$ cat config.mk
export PLATFORM = sky130hd
export DESIGN_NAME = uart_debug_responder_flat
export DESIGN_NICKNAME = d
export VERILOG_FILES = /design/src/rtl/uart_debug_responder_if.sv /design/src/rtl/uart_debug_responder.sv /design/src/flat_wrapper.sv
export SDC_FILE = /design/constraint.sdc
export NUM_CORES = 1
export LEC_CHECK = 0
export CAP_MARGIN = 30
export CORE_MARGIN = 3
export CORE_UTILIZATION = 45
export CTS_CLUSTER_DIAMETER = 200
export DETAILED_ROUTE_END_ITERATION = 8
export PLACE_DENSITY = 0.84
export SKIP_CTS_REPAIR_TIMING = 1
export SLEW_MARGIN = 20
export SYNTH_ARGS = -nofsm -noshare
export SYNTH_HDL_FRONTEND = slang
export SYNTH_SLANG_ARGS = --single-unit
$ cat constraint.sdc
create_clock -name clk -period 4.6 [get_ports clk]
set_clock_uncertainty 0.2 [all_clocks]
set_input_delay 0.92 -clock clk [delete_from_list [all_inputs] [get_ports clk]]
set_output_delay 0.92 -clock clk [all_outputs]
set_load 0.1 [all_outputs]
$ cat src/rtl/uart_debug_responder_if.sv
// Byte-side uart, CPU PC tap and debug bus signals of the host command responder.
// master is the responder; slave is the uart/bus/CPU environment around it.
interface uart_debug_responder_if;
  logic [7:0]  rx_data;
  logic        rx_valid;
  logic        rx_re;
  logic [7:0]  tx_data;
  logic        tx_we;
  logic        tx_busy;
  logic [31:0] pc_in;
  logic [31:0] bus_addr;
  logic [31:0] bus_wdata;
  logic        bus_rd;
  logic        bus_wr;
  logic [31:0] bus_rdata;
  logic        bus_ack;
  logic        busy;

  modport master (
    input  rx_data, rx_valid, tx_busy,
    input  pc_in, bus_rdata, bus_ack,
    output rx_re, tx_data, tx_we,
    output bus_addr, bus_wdata,
    output bus_rd, bus_wr, busy
  );

  modport slave (
    output rx_data, rx_valid, tx_busy,
    output pc_in, bus_rdata, bus_ack,
    input  rx_re, tx_data, tx_we,
    input  bus_addr, bus_wdata,
    input  bus_rd, bus_wr, busy
  );
endinterface

$ cat src/rtl/uart_debug_responder.sv
// Host byte-command responder: PC snapshot, debug bus read/write,
// big-endian replies through the uart byte interface.
module uart_debug_responder #(
  parameter int BUS_TIMEOUT = 255,
  parameter int RX_TIMEOUT  = 500000
) (
  input  logic clk,
  input  logic rst,
  uart_debug_responder_if.master io
);
  localparam int BW = $clog2(BUS_TIMEOUT + 1);
  localparam int RW = $clog2(RX_TIMEOUT + 1);

  typedef enum logic [1:0] {IDLE, ARGS, BUS, SEND} state_t;

  state_t        state, state_nx;
  logic          is_wr;
  logic [2:0]    arg_cnt;
  logic [2:0]    tx_left;
  logic [1:0]    guard;
  logic [31:0]   reply;
  logic [31:0]   addr_q, wdata_q;
  logic [BW-1:0] bus_cnt;
  logic [RW-1:0] idle_cnt;
  logic          rx_re_q, tx_we_q;
  logic [7:0]    tx_data_q;

  logic take, arg_last, bus_tmo, rx_tmo, tx_go;
  logic op_p, op_r, op_w;

  assign take = (state == IDLE || state == ARGS)
              && io.rx_valid && !rx_re_q;
  assign op_p = io.rx_data == 8'h50;
  assign op_r = io.rx_data == 8'h52;
  assign op_w = io.rx_data == 8'h57;
  assign arg_last = take && state == ARGS
                 && arg_cnt == (is_wr ? 3'd7 : 3'd3);
  assign bus_tmo = bus_cnt == BW'(BUS_TIMEOUT - 1);
  assign rx_tmo  = idle_cnt == RW'(RX_TIMEOUT - 1);
  assign tx_go = state == SEND && guard == 2'd0
              && tx_left != 3'd0 && !io.tx_busy;

  always_ff @(posedge clk or posedge rst) begin
    if (rst) state <= IDLE;
    else     state <= state_nx;
  end

  always_comb begin
    state_nx = state;
    unique case (state)
      IDLE: if (take) state_nx = (op_r || op_w) ? ARGS : SEND;
      ARGS: begin
        if (arg_last)           state_nx = BUS;
        else if (!take && rx_tmo) state_nx = IDLE;
      end
      BUS:  if (io.bus_ack || bus_tmo) state_nx = SEND;
      SEND: if (guard == 2'd1 && tx_left == 3'd0) state_nx = IDLE;
      default: state_nx = IDLE;
    endcase
  end

  always_comb begin
    io.busy   = state != IDLE;
    io.bus_rd = state == BUS && !is_wr;
    io.bus_wr = state == BUS && is_wr;
  end

  assign io.rx_re     = rx_re_q;
  assign io.tx_we     = tx_we_q;
  assign io.tx_data   = tx_data_q;
  assign io.bus_addr  = addr_q;
  assign io.bus_wdata = wdata_q;

  always_ff @(posedge clk or posedge rst) begin
    if (rst) begin
      rx_re_q   <= 1'b0;
      tx_we_q   <= 1'b0;
      tx_data_q <= '0;
      is_wr     <= 1'b0;
      arg_cnt   <= '0;
      tx_left   <= '0;
      guard     <= '0;
      reply     <= '0;
      addr_q    <= '0;
      wdata_q   <= '0;
      bus_cnt   <= '0;
      idle_cnt  <= '0;
    end else begin
      rx_re_q <= take;
      tx_we_q <= tx_go;
      if (tx_go) tx_data_q <= reply[31:24];
      unique case (state)
        IDLE: begin
          arg_cnt  <= '0;
          idle_cnt <= '0;
          bus_cnt  <= '0;
          guard    <= '0;
          if (take) begin
            unique case (1'b1)
              op_p: begin
                reply   <= io.pc_in;
                tx_left <= 3'd4;
              end
              op_r, op_w: is_wr <= op_w;
              default: begin
                reply   <= {8'h3F, 24'd0};
                tx_left <= 3'd1;
              end
            endcase
          end
        end
        ARGS: begin
          if (take) begin
            arg_cnt  <= arg_cnt + 3'd1;
            idle_cnt <= '0;
            // first four bytes are the address, the rest the write data
            if (arg_cnt[2]) wdata_q <= {wdata_q[23:0], io.rx_data};
            else            addr_q  <= {addr_q[23:0], io.rx_data};
          end else if (!rx_tmo) begin
            idle_cnt <= idle_cnt + RW'(1);
          end
        end
        BUS: begin
          if (io.bus_ack) begin
            reply   <= is_wr ? {8'h4B, 24'd0} : io.bus_rdata;
            tx_left <= is_wr ? 3'd1 : 3'd4;
          end else if (bus_tmo) begin
            reply   <= {8'hEE, 24'd0};
            tx_left <= 3'd1;
          end else begin
            bus_cnt <= bus_cnt + BW'(1);
          end
        end
        SEND: begin
          // guard spans the tx_we cycle plus two cycles of busy-flag latency
          if (tx_go) begin
            reply   <= {reply[23:0], 8'd0};
            tx_left <= tx_left - 3'd1;
            guard   <= 2'd3;
          end else if (guard != 2'd0) begin
            guard <= guard - 2'd1;
          end
        end
        default: ;
      endcase
    end
  end
endmodule

$ cat src/flat_wrapper.sv
// flat-port wrapper written by rule: the top's interface ports become plain ports
module uart_debug_responder_flat 
#(
  parameter int BUS_TIMEOUT = 255,
  parameter int RX_TIMEOUT  = 500000
)
  (clk, rst, io_rx_data, io_rx_valid, io_tx_busy, io_pc_in, io_bus_rdata, io_bus_ack, io_rx_re, io_tx_data, io_tx_we, io_bus_addr, io_bus_wdata, io_bus_rd, io_bus_wr, io_busy);
  uart_debug_responder_if io_i ();
  input  logic clk;
  input  logic rst;
  input wire logic [$bits(io_i.rx_data)-1:0] io_rx_data;
  input wire logic [$bits(io_i.rx_valid)-1:0] io_rx_valid;
  input wire logic [$bits(io_i.tx_busy)-1:0] io_tx_busy;
  input wire logic [$bits(io_i.pc_in)-1:0] io_pc_in;
  input wire logic [$bits(io_i.bus_rdata)-1:0] io_bus_rdata;
  input wire logic [$bits(io_i.bus_ack)-1:0] io_bus_ack;
  output wire logic [$bits(io_i.rx_re)-1:0] io_rx_re;
  output wire logic [$bits(io_i.tx_data)-1:0] io_tx_data;
  output wire logic [$bits(io_i.tx_we)-1:0] io_tx_we;
  output wire logic [$bits(io_i.bus_addr)-1:0] io_bus_addr;
  output wire logic [$bits(io_i.bus_wdata)-1:0] io_bus_wdata;
  output wire logic [$bits(io_i.bus_rd)-1:0] io_bus_rd;
  output wire logic [$bits(io_i.bus_wr)-1:0] io_bus_wr;
  output wire logic [$bits(io_i.busy)-1:0] io_busy;
  assign io_i.rx_data = io_rx_data;
  assign io_i.rx_valid = io_rx_valid;
  assign io_i.tx_busy = io_tx_busy;
  assign io_i.pc_in = io_pc_in;
  assign io_i.bus_rdata = io_bus_rdata;
  assign io_i.bus_ack = io_bus_ack;
  assign io_rx_re = io_i.rx_re;
  assign io_tx_data = io_i.tx_data;
  assign io_tx_we = io_i.tx_we;
  assign io_bus_addr = io_i.bus_addr;
  assign io_bus_wdata = io_i.bus_wdata;
  assign io_bus_rd = io_i.bus_rd;
  assign io_bus_wr = io_i.bus_wr;
  assign io_busy = io_i.busy;
  uart_debug_responder #(.BUS_TIMEOUT(BUS_TIMEOUT), .RX_TIMEOUT(RX_TIMEOUT)) u_core (.clk(clk), .rst(rst), .io(io_i));
endmodule
Word-level counts from Yosys, hierarchy flattened --
Cells that the tools add are included.
Word-level totals: bits in registers 144, output and inout port bits 77, word-level logic and storage cells 112
Cells by class: add/sub/neg operators 5, eq/ne operators 22, muxes and demuxes 33, bitwise logic cells 1, reduce and logical (&&, ||, !) cells 38
Operator list (number):
- 2-to-1 mux 32 bit | 5
- one-hot mux 32 bit (3 select lines) | 1
- one-hot mux 32 bit (2 select lines) | 1
- 2-to-1 mux 19 bit | 2
- one-hot mux 19 bit (2 select lines) | 1
- equality test 8 x 7 -> 1 bit, second input constant | 3
- 2-to-1 mux 3 bit | 7
- adder 19 x 1 -> 19 bit, second input constant | 1
- equality test 19 bit, second input constant | 1
- 2-to-1 mux 2 bit | 8
- 2-to-1 mux 8 bit | 2
- one-hot mux 8 bit (2 select lines) | 1
- != test 3 x 2 -> 1 bit, second input constant | 4
- one-hot mux 3 bit (2 select lines) | 2
- AND reduction 3 bit | 4
- logical AND 1 bit | 11
- nonzero test 2 bit | 5
- one-hot mux 3 bit (3 select lines) | 1
- adder 8 x 1 -> 8 bit, second input constant | 1
- equality test 8 bit, second input constant | 1
- != test 2 x 1 -> 1 bit, second input constant | 4
- != test 2 bit, second input constant | 4
- one-hot mux 2 bit (4 select lines) | 1
- AND reduction 2 bit | 3
- 16 further kinds | 25

Longest topological paths before layout --
Gate-level depths: netlist of the first run.
depth after elaboration 9, depth in mapped cells 10, depth with buffers taken out 7

Worst setup path after synthesis of the first run --
OpenSTA, ideal clock, no wires.
path kind register -> register, from register u_core.state[0], to register u_core.reply[8], arrival 3199 ps, data required time 4317 ps, path slack 1118 ps, cell stages (with the launch flop) 9, buffers on the path 2, path through dfrtp_1 inv_1 ha_1 nor2b_1 and2_1 clkbuf_1 clkbuf_1 a222oi_1 o21ai_0
On the way: cells in the longest elaborated chain, start to end 6, elaborated cells between the ends (all ways) 17
Ends and longest elaborated chain:
- from (decl) | RTL line uart_debug_responder.sv:16 | state_t state, state_nx;
- from (signal assigned) | RTL line uart_debug_responder.sv:45 | else state <= state_nx;
- equality test 2 x 1 -> 1 bit (tied with other cells) | RTL line uart_debug_responder.sv:31 | assign take = (state == IDLE || state == ARGS)
- logical OR 1 bit / logical AND 1 bit (equally long branches) | RTL line uart_debug_responder.sv:31, uart_debug_responder.sv:40
- logical AND 1 bit, on equally long branches (2 in series) | RTL line uart_debug_responder.sv:32, uart_debug_responder.sv:41
- != test 2 x 1 -> 1 bit (no source line)
- AND reduction 5 bit (no source line)
- to (signal assigned) | RTL line uart_debug_responder.sv:101 | reply <= io.pc_in;
- to (signal assigned) | RTL line uart_debug_responder.sv:106 | reply <= {8'h3F, 24'd0};
- to (signal assigned) | RTL line uart_debug_responder.sv:125 | reply <= is_wr ? {8'h4B, 24'd0} : io.bus_rdata;
- to (decl) | RTL line uart_debug_responder.sv:21 | logic [31:0] reply;
Several ways; a longest one is shown, not always the timed one. A chain may end at the register's enable or synchronous reset.

Final worst setup path of the first run --
from register u_core.state[0], to output port io_busy
On the way: cells in the longest elaborated chain, start to end 1
Ends and longest elaborated chain:
- nonzero test 2 bit | RTL line uart_debug_responder.sv:63 | io.busy = state != IDLE;
- to (decl) | RTL line flat_wrapper.sv:24 | output wire logic [$bits(io_i.busy)-1:0] io_busy;
No other way between the ends.

==> flow_summary.toml, run 1 <==
[synthesis]
yosys.area_share.simple_pct = 13.0
postSynthAreaPerCell_um2 = 11.3
synth_edf_count = 0
synth_compound_area_share_pct = 13.1
synthMuxAreaShare_pct = 11.5
synth_xor_area_share_pct = 2.01
syn_area_mm2 = 0.00654
synth-adder-area-share_pct = 2.30
yosys.area.top_type = "dfrtp_1"
ys_warn_count = 0
ys_async_sr_fraction_pct = 100
postSynthCellCount = 581
ys_seq_area_share_pct = 55.1
syn-num-nets = 670
synth_cell_types = 56
synth_top_family_by_area = "compound AO/OA/AOI/OAI gates"
yosysTopAreaCellShare_pct = 55.1
ys.flop_type = "dfrtp_1"
synth_area_leaders = "dfrtp_1, mux2_2, nand2_1"
synth.most_common_cell = "dfrtp_1"
ys_seq_elements = 144
ys_top_cells_by_count = "dfrtp_1, nand2_1, mux2_2"

[place]
place.port_buffers = 153
gp_congestion = 0.912
post_dp_cell_area_mm2 = 0.00824
hpwl_um = 11300

[floorplan]
start_util_pct = 46.6
die_area_mm2 = 0.0160
fp.dieH_um = 127
ios = 154
dieWidth_um = 127
row_count = 43
coreArea_mm2 = 0.0140

[timing]
fmax_mhz = 278
relSlewSlack_pct = 30.6
slew_viol_final = 0
tightest_slew_ns = 1.04
min_period_over_period_pct = 78.3
fin_tns_setup_ns = 0
fin_crit_ns = 3.60
setup_viol = 0
hold_viol = 0
rsz0062_at_grt = "false"

[grt]
grt_pass1_vias = 5200
grt.met2_usage_pct = 34.3
grtUsageTotal_pct = 20.6
grt_max_degree = 145
grt.busiest_layer = "met2"
grtUsageMet1_pct = 25.9
grt_pass1_wl_um = 26700
grtUsageMet3_pct = 6.99
antenna_found_initial = 0
overflow = 0

[cells_and_area]
synthToLayoutAreaGrowth_pct = 35.6
drive_above_1_share_pct = 15.8
stdcell_area_mm2 = 0.00886
final_nets = 817
diodes = 0

[drt]
ant_nets = 0
routed_wl_um = 16600
routed-via-count = 5161
wl_per_cell_um = 18.0
drt-initial-drc-count = 467
first_pass_iters = 8
remaining_drc_errors = 0
viasPerCell = 5.60

[clock_network]
root_buffer = "clkbuf_16"
cts_buffers = 17
cts_buffer_depth = 2
path_clk_slew_ns = 0.06
htreeDepth = 4
clk_latency_ns = 0.43
clock-sinks = 144
cts_tree = "built"

[pwr]
p_leak_nw = 3.83
p_per_area_mw_per_mm2 = 788
ir_drop_mv = 0.848

[outcome]
status = "finished clean"

[worst_hold_path]
hold_class = "reg2reg"

[setup_path]
cp-end-kind = "output port"
criticalPathCategory = "reg2out"
worstPathMaxFanout = 6
worstPathArrival_ns = 2.48
critical_path.startpoint_type = "flip-flop"
required_ns = 3.48

[flow_run]
drv_cap = 0
registers in the layout, summed over array words and instances, names as in the netlist:
name                 cells
u_core.io.bus_wdata     32
u_core.state             2
u_core.io.bus_addr      32
u_core.io.tx_data        8
u_core.bus_cnt           8
u_core.reply            32
u_core.io.tx_we          1
u_core.tx_left           3
u_core.guard             2
u_core.arg_cnt           3
u_core.io.rx_re          1
u_core.is_wr             1
u_core.idle_cnt         19
power breakdown:
| group | internal, mW | total [mW] | switching (mW) |
|---|---|---|---|
| registers | 1.67 | 1.96 | 0.291 |
| clock network | 0.900 | 1.44 | 0.545 |
| logic | 0.973 | 3.59 | 2.61 |
| total | 3.54 | 6.99 | 3.45 |
metal layers:
layer	vias to the layer above	share of wire, %	wire (um)
met3	22	7.4	1220
met4	0	1.2	206
met1	2553	41	6860
met5	-	0	0
li1	2400	-	-
met2	186	50	8270
kinds of logic after synthesis:
| family | Yosys count |
|---|---|
| XOR/XNOR | 15 |
| flip-flops | 144 |
| AND/OR/NAND/NOR | 169 |
| multiplexers | 67 |
| AO/OA/AOI/OAI | 124 |
| buffers and inverters | 50 |
| adder cells (fa/ha/maj) | 12 |
worst max-delay path: stages (launching register included):
cell             delay [ns]
dfrtp_1                0.39
inv_1                  0.09
ha_1                   0.28
inv_1                  0.15
clkdlybuf4s50_1        1.15
metrics by stage:
step	hold slack (ns)	power [mW]	worst slack, ns	util, %	instances
6_report	0.281	6.99	0.999	63.1	921
5_1_grt	0.313	7.30	0.902	63.1	921
4_1_cts	0.285	7.01	0.985	63.1	921
3_5_place_dp	0.272	5.54	1.13	58.7	889
3_3_place_gp	0.264	5.43	1.23	58.7	889
2_1_floorplan	0.239	4.65	1.12	-	581
cells in the final DEF, fill, tap and decap left out, types with 17 or more instances in the layout:
master             n
nor2_1            23
clkbuf_16         17
o21ai_0           35
clkdlybuf4s50_1  151
a222oi_1          20
dfrtp_1          144
a21oi_1           17
inv_1             18
nand2_1           79
mux2_2            64
area by class of cell:
type | count | area [um2]
fillers | 1054 | 5180
multi-input cells | 387 | 2740
clock buffers | 21 | 470
well taps | 180 | 225
repair buffers | 159 | 1600
flip-flops and latches | 144 | 3600
inverters | 19 | 75.1
clock inverters | 11 | 154
path summary, 6_finish.rpt:
kind | depth (start not counted) | slack, ns | startpoint | endpoint
hold / removal | 2 | 0.28 | u_core.io.tx_data[2] | u_core.io.tx_data[2]
setup / recovery | 4 | 1.0 | u_core.state[0] | io_busy
max in group asynchronous | 3 | 2.80 | rst | u_core.io.bus_addr[3]
min in group asynchronous | 3 | 0.89 | rst | u_core.io.tx_data[0]
hold reg to reg | 2 | 0.28 | u_core.io.tx_data[2] | u_core.io.tx_data[2]
setup reg to reg | 8 | 1.56 | u_core.state[1] | u_core.reply[27]
Power figures use the tool's default switching activity.
==> run 2: changes to the inputs <==
Clock period 4.6 ns to 3.15 ns, I/O delays scaled along.
==> run 2 against run 1 <==
Effect of this change: clock power grew 37%; final cell count grew 1.3%; count of clock-buffer cells in the layout shrank 1; worst hold slack lost 0.0093 ns; routed wire length shrank 1.7%; largest cell class unchanged.
==> flow_summary.toml, run 2 (synthesis gave the netlist of run 1 again) <==
[outcome]
status = "finished clean"

[clock_network]
clock-sinks = 144
root_buffer = "clkbuf_16"
htreeDepth = 4
path_clk_slew_ns = 0.06
cts_tree = "built"
cts_buffers = 17
clk_latency_ns = 0.42
cts_buffer_depth = 2

[grt]
antenna_found_initial = 0
grt_pass1_vias = 5515
grt_max_degree = 53
grt_pass1_wl_um = 27500
overflow = 0
grtUsageTotal_pct = 21.1

[timing]
fmax_mhz = 361
slew_viol_final = 0
rsz0062_at_grt = "false"
fin_crit_ns = 2.77
min_period_over_period_pct = 87.9
setup_viol = 0
fin_tns_setup_ns = 0
relSlewSlack_pct = 57.6
tightest_slew_ns = 0.635
hold_viol = 0

[cells_and_area]
synthToLayoutAreaGrowth_pct = 34.9
layout_commonest_cell = "dfrtp_1"
most-common-layout-cells = "dfrtp_1, buf_4, nand2_1"
diodes = 0
final_nets = 830
drive_above_1_share_pct = 27.2
final_util_pct = 62.8
fillers = 1060
stdcell_area_mm2 = 0.00882

[place]
gp_congestion = 0.866
post_dp_cell_area_mm2 = 0.00823
place.port_buffers = 153
hpwl_um = 11700

[floorplan]
die_area_mm2 = 0.0160
row_count = 43
dieWidth_um = 127
coreArea_mm2 = 0.0140
fp.dieH_um = 127
start_util_pct = 46.6
ios = 154

[worst_hold_path]
hold_class = "reg2reg"
holdPathStages = 2

[drt]
drt-initial-drc-count = 366
first_pass_iters = 9
ant_nets = 0
routed_wl_um = 16300
viasPerCell = 5.58
routed-via-count = 5206
remaining_drc_errors = 0
wl_per_cell_um = 17.4

[pwr]
p_leak_nw = 4.01
power.total_mw = 10.0
p_per_area_mw_per_mm2 = 1130
ir_drop_mv = 1.22

[setup_path]
cp-end-kind = "output port"
worstPathArrival_ns = 1.94
r2r_cells = 8
worstPathMaxFanout = 11
required_ns = 2.32
criticalPathCategory = "reg2out"
critical_path.startpoint_type = "flip-flop"

[flow_run]
drv_cap = 0
[run 2: changes by cell type in the layout (fill, tap and decap cells not counted), sizes merged]
| cell | previous run | this run |
|---|---|---|
| clkdlybuf4s50 | 151 | 76 |
| buf | 8 | 96 |
| clkinv | 1 | 3 |
| inv | 20 | 19 |
| clkbuf | 21 | 20 |
| bufinv | 3 | 2 |
[run 2: report_power, final]
group          total [mW]  switching [mW]  leakage, nW  internal [mW]
clock network        1.97           0.766        0.271           1.21
logic                5.16            3.80         1.85           1.36
registers            2.87           0.432         1.90           2.43
[run 2: cell type report]
type,count,area (um2),area share (%)
clock buffer,20,457,5.18
tap,180,225,2.55
sequential,144,3600,40.9
inverter,19,75.1,0.851
multi-input combinational,387,2740,31.1
clock inverter,11,133,1.50
timing repair buffer,172,1580,17.9
[run 2: path summary, 6_finish.rpt]
| path | from | to | slack (ns) |
|---|---|---|---|
| hold reg to reg | u_core.reply[29] | u_core.io.tx_data[5] | 0.27 |
| setup / recovery | u_core.state[0] | io_bus_rd | 0.38 |
| setup reg to reg | u_core.state[1] | u_core.reply[8] | 0.58 |
| hold / removal | u_core.reply[29] | u_core.io.tx_data[5] | 0.27 |
| min in group asynchronous | rst | u_core.guard[1] | 0.46 |
| max in group asynchronous | rst | u_core.io.bus_addr[3] | 1.70 |
[run 2: stage by stage]
stage	hold WS, ns	setup WS, ns	std cells
after floorplan	0.239	0.254	581
after global placement	0.264	0.168	902
after detailed placement	0.257	0.0733	902
after CTS	0.273	0.377	933
after global routing	0.293	0.294	933
final	0.272	0.381	933
[run 2: routing by layer]
| layer | GRT usage [%] | routed length [um] | vias to the layer above | share of wire [%] |
|---|---|---|---|---|
| met5 | 0 | 0 | - | 0 |
| met4 | 7.51 | 318 | 0 | 2.0 |
| met3 | 6.27 | 1140 | 31 | 7.0 |
| met2 | 35.0 | 8240 | 168 | 51 |
| met1 | 26.2 | 6580 | 2575 | 40 |
| li1 | - | - | 2432 | - |
[run 2: worst max-delay path, stage by stage, from the launching register on]
cell and delay [ns]:
dfrtp_1 0.42, inv_1 0.10, ha_1 0.27, buf_4 0.22, nor2b_2 0.30, buf_12 0.21
==> run 3: changes to the inputs <==
Settings changed: CORE_UTILIZATION 45 to 50, PLACE_DENSITY 0.84 to 0.88.
Clock period 3.15 ns to 3.1 ns, I/O delays scaled along.
==> run 3 against run 2 <==
Effect of this change: sequential share of layout area down 0.087 points; non-clock buffer count up 4; count of clock-buffer cells in the layout down 2; core utilization up 6.7 points; worst setup slack better by 0.068 ns; largest cell class unchanged.
==> flow_summary.toml, run 3 (synthesis gave the netlist of run 1 again) <==
[clock_network]
htreeDepth = 4
root_buffer = "clkbuf_16"
cts_buffer_depth = 2
cts_buffers = 17
clk_latency_ns = 0.42
clock-sinks = 144
cts_tree = "built"
path_clk_slew_ns = 0.06

[floorplan]
fp.dieH_um = 120
die_area_mm2 = 0.0145
ios = 154
row_count = 41
dieWidth_um = 120
coreArea_mm2 = 0.0127
start_util_pct = 51.4

[setup_path]
worstPathMaxFanout = 11
worstPathArrival_ns = 2.73
criticalPathCategory = "reg2reg"
required_ns = 3.18
critical_path.startpoint_type = "flip-flop"
cp-end-kind = "flip-flop"

[cells_and_area]
layout_commonest_cell = "dfrtp_1"
synthToLayoutAreaGrowth_pct = 35.2
diodes = 0
drive_above_1_share_pct = 27.8
final_nets = 834
fin_cells = 930
final_util_pct = 69.5
most-common-layout-cells = "dfrtp_1, buf_4, nand2_1"
stdcell_area_mm2 = 0.00884

[timing]
fin_crit_ns = 2.65
slew_viol_final = 0
fin_tns_setup_ns = 0
min_period_over_period_pct = 85.5
rsz0062_at_grt = "false"
hold_viol = 0
setup_viol = 0
relSlewSlack_pct = 49.5
timing.hold.ws_ns = 0.282
postLayoutSetupSlackWorst_ns = 0.449
tightest_slew_ns = 0.757
fmax_mhz = 377

[place]
post_dp_cell_area_mm2 = 0.00821
dp.cells = 898
place.port_buffers = 153
gp_congestion = 0.882
hpwl_um = 11400
pre_cts_ws_ns = 0.0695

[worst_hold_path]
hold_class = "reg2reg"

[pwr]
p_per_area_mw_per_mm2 = 1170
p_sw_mw = 5.09
ir_drop_mv = 1.42
p_clk_share_pct = 20.6
sw_frac_of_total_pct = 49.2
p_leak_nw = 4.06
p_comb_share_pct = 51.2
p_seq_share_pct = 28.1
internal-power_mw = 5.25
power.total_mw = 10.3

[grt]
grtUsageTotal_pct = 23.1
overflow = 0
grt_max_degree = 145
grt_pass1_vias = 5368
grt_pass1_wl_um = 26700
antenna_found_initial = 0

[drt]
viasPerCell = 5.67
routed_wl_um = 16000
remaining_drc_errors = 0
first_pass_iters = 8
routed-via-count = 5272
drt-initial-drc-count = 498
ant_nets = 0
wl_per_cell_um = 17.2

[outcome]
status = "finished clean"

[flow_run]
drv_cap = 0
-- run 3: cell types whose count changed in the layout (fill, tap and decap cells not counted), sizes merged --
cell | before | now
buf | 96 | 100
clkinv | 3 | 6
clkinvlp | 6 | 3
bufinv | 2 | 4
clkbuf | 20 | 18
inv | 19 | 20
-- run 3: critical path, stage by stage, from the launching register on --
cell and delay [ns]:
dfrtp_1 0.41, inv_1 0.11, ha_1 0.30, nor2_1 0.11
or2_2 0.29, a2111o_2 0.62, a221oi_4 0.32, a32oi_1 0.16
-- run 3: path summary, 6_finish.rpt --
kind                       cells past startpoint  slack (ns)                  from                     end
min in group asynchronous                      3        0.56                   rst    u_core.io.tx_data[7]
setup / recovery                               7        0.45       u_core.state[1]        u_core.reply[27]
setup reg to reg                               7        0.45       u_core.state[1]        u_core.reply[27]
max in group asynchronous                      3        1.57                   rst  u_core.io.bus_addr[28]
hold / removal                                 2        0.28  u_core.io.tx_data[5]    u_core.io.tx_data[5]
hold reg to reg                                2        0.28  u_core.io.tx_data[5]    u_core.io.tx_data[5]
-- run 3: cell type report --
class	count	area (um2)
Fill cell	908	3890
Sequential cell	144	3600
Multi-Input combinational cell	387	2740
Timing Repair Buffer	176	1570
Clock buffer	18	439
Tap cell	172	215
Clock inverter	14	186
Inverter	19	75.1
-- run 3: power by group through the flow --
stage | sequential [mW] | combinational [mW] | clock, mW
5_1_grt | 2.98 | 5.58 | 2.26
3_5_place_dp | 2.93 | 5.27 | 0
3_3_place_gp | 2.89 | 5.15 | 0
4_1_cts | 2.91 | 5.31 | 2.17
6_report | 2.91 | 5.30 | 2.13
2_1_floorplan | 5.15 | 1.74 | 0
-- run 3: per-layer routing --
layer,share of wire (%),vias up,wire length [um],GRT usage (%)
li1,-,2445,-,-
met1,42,2546,6780,30.5
met2,48,248,7690,36.4
met3,7.0,33,1130,5.66
met4,2.6,0,419,10.8
met5,0,-,0,0
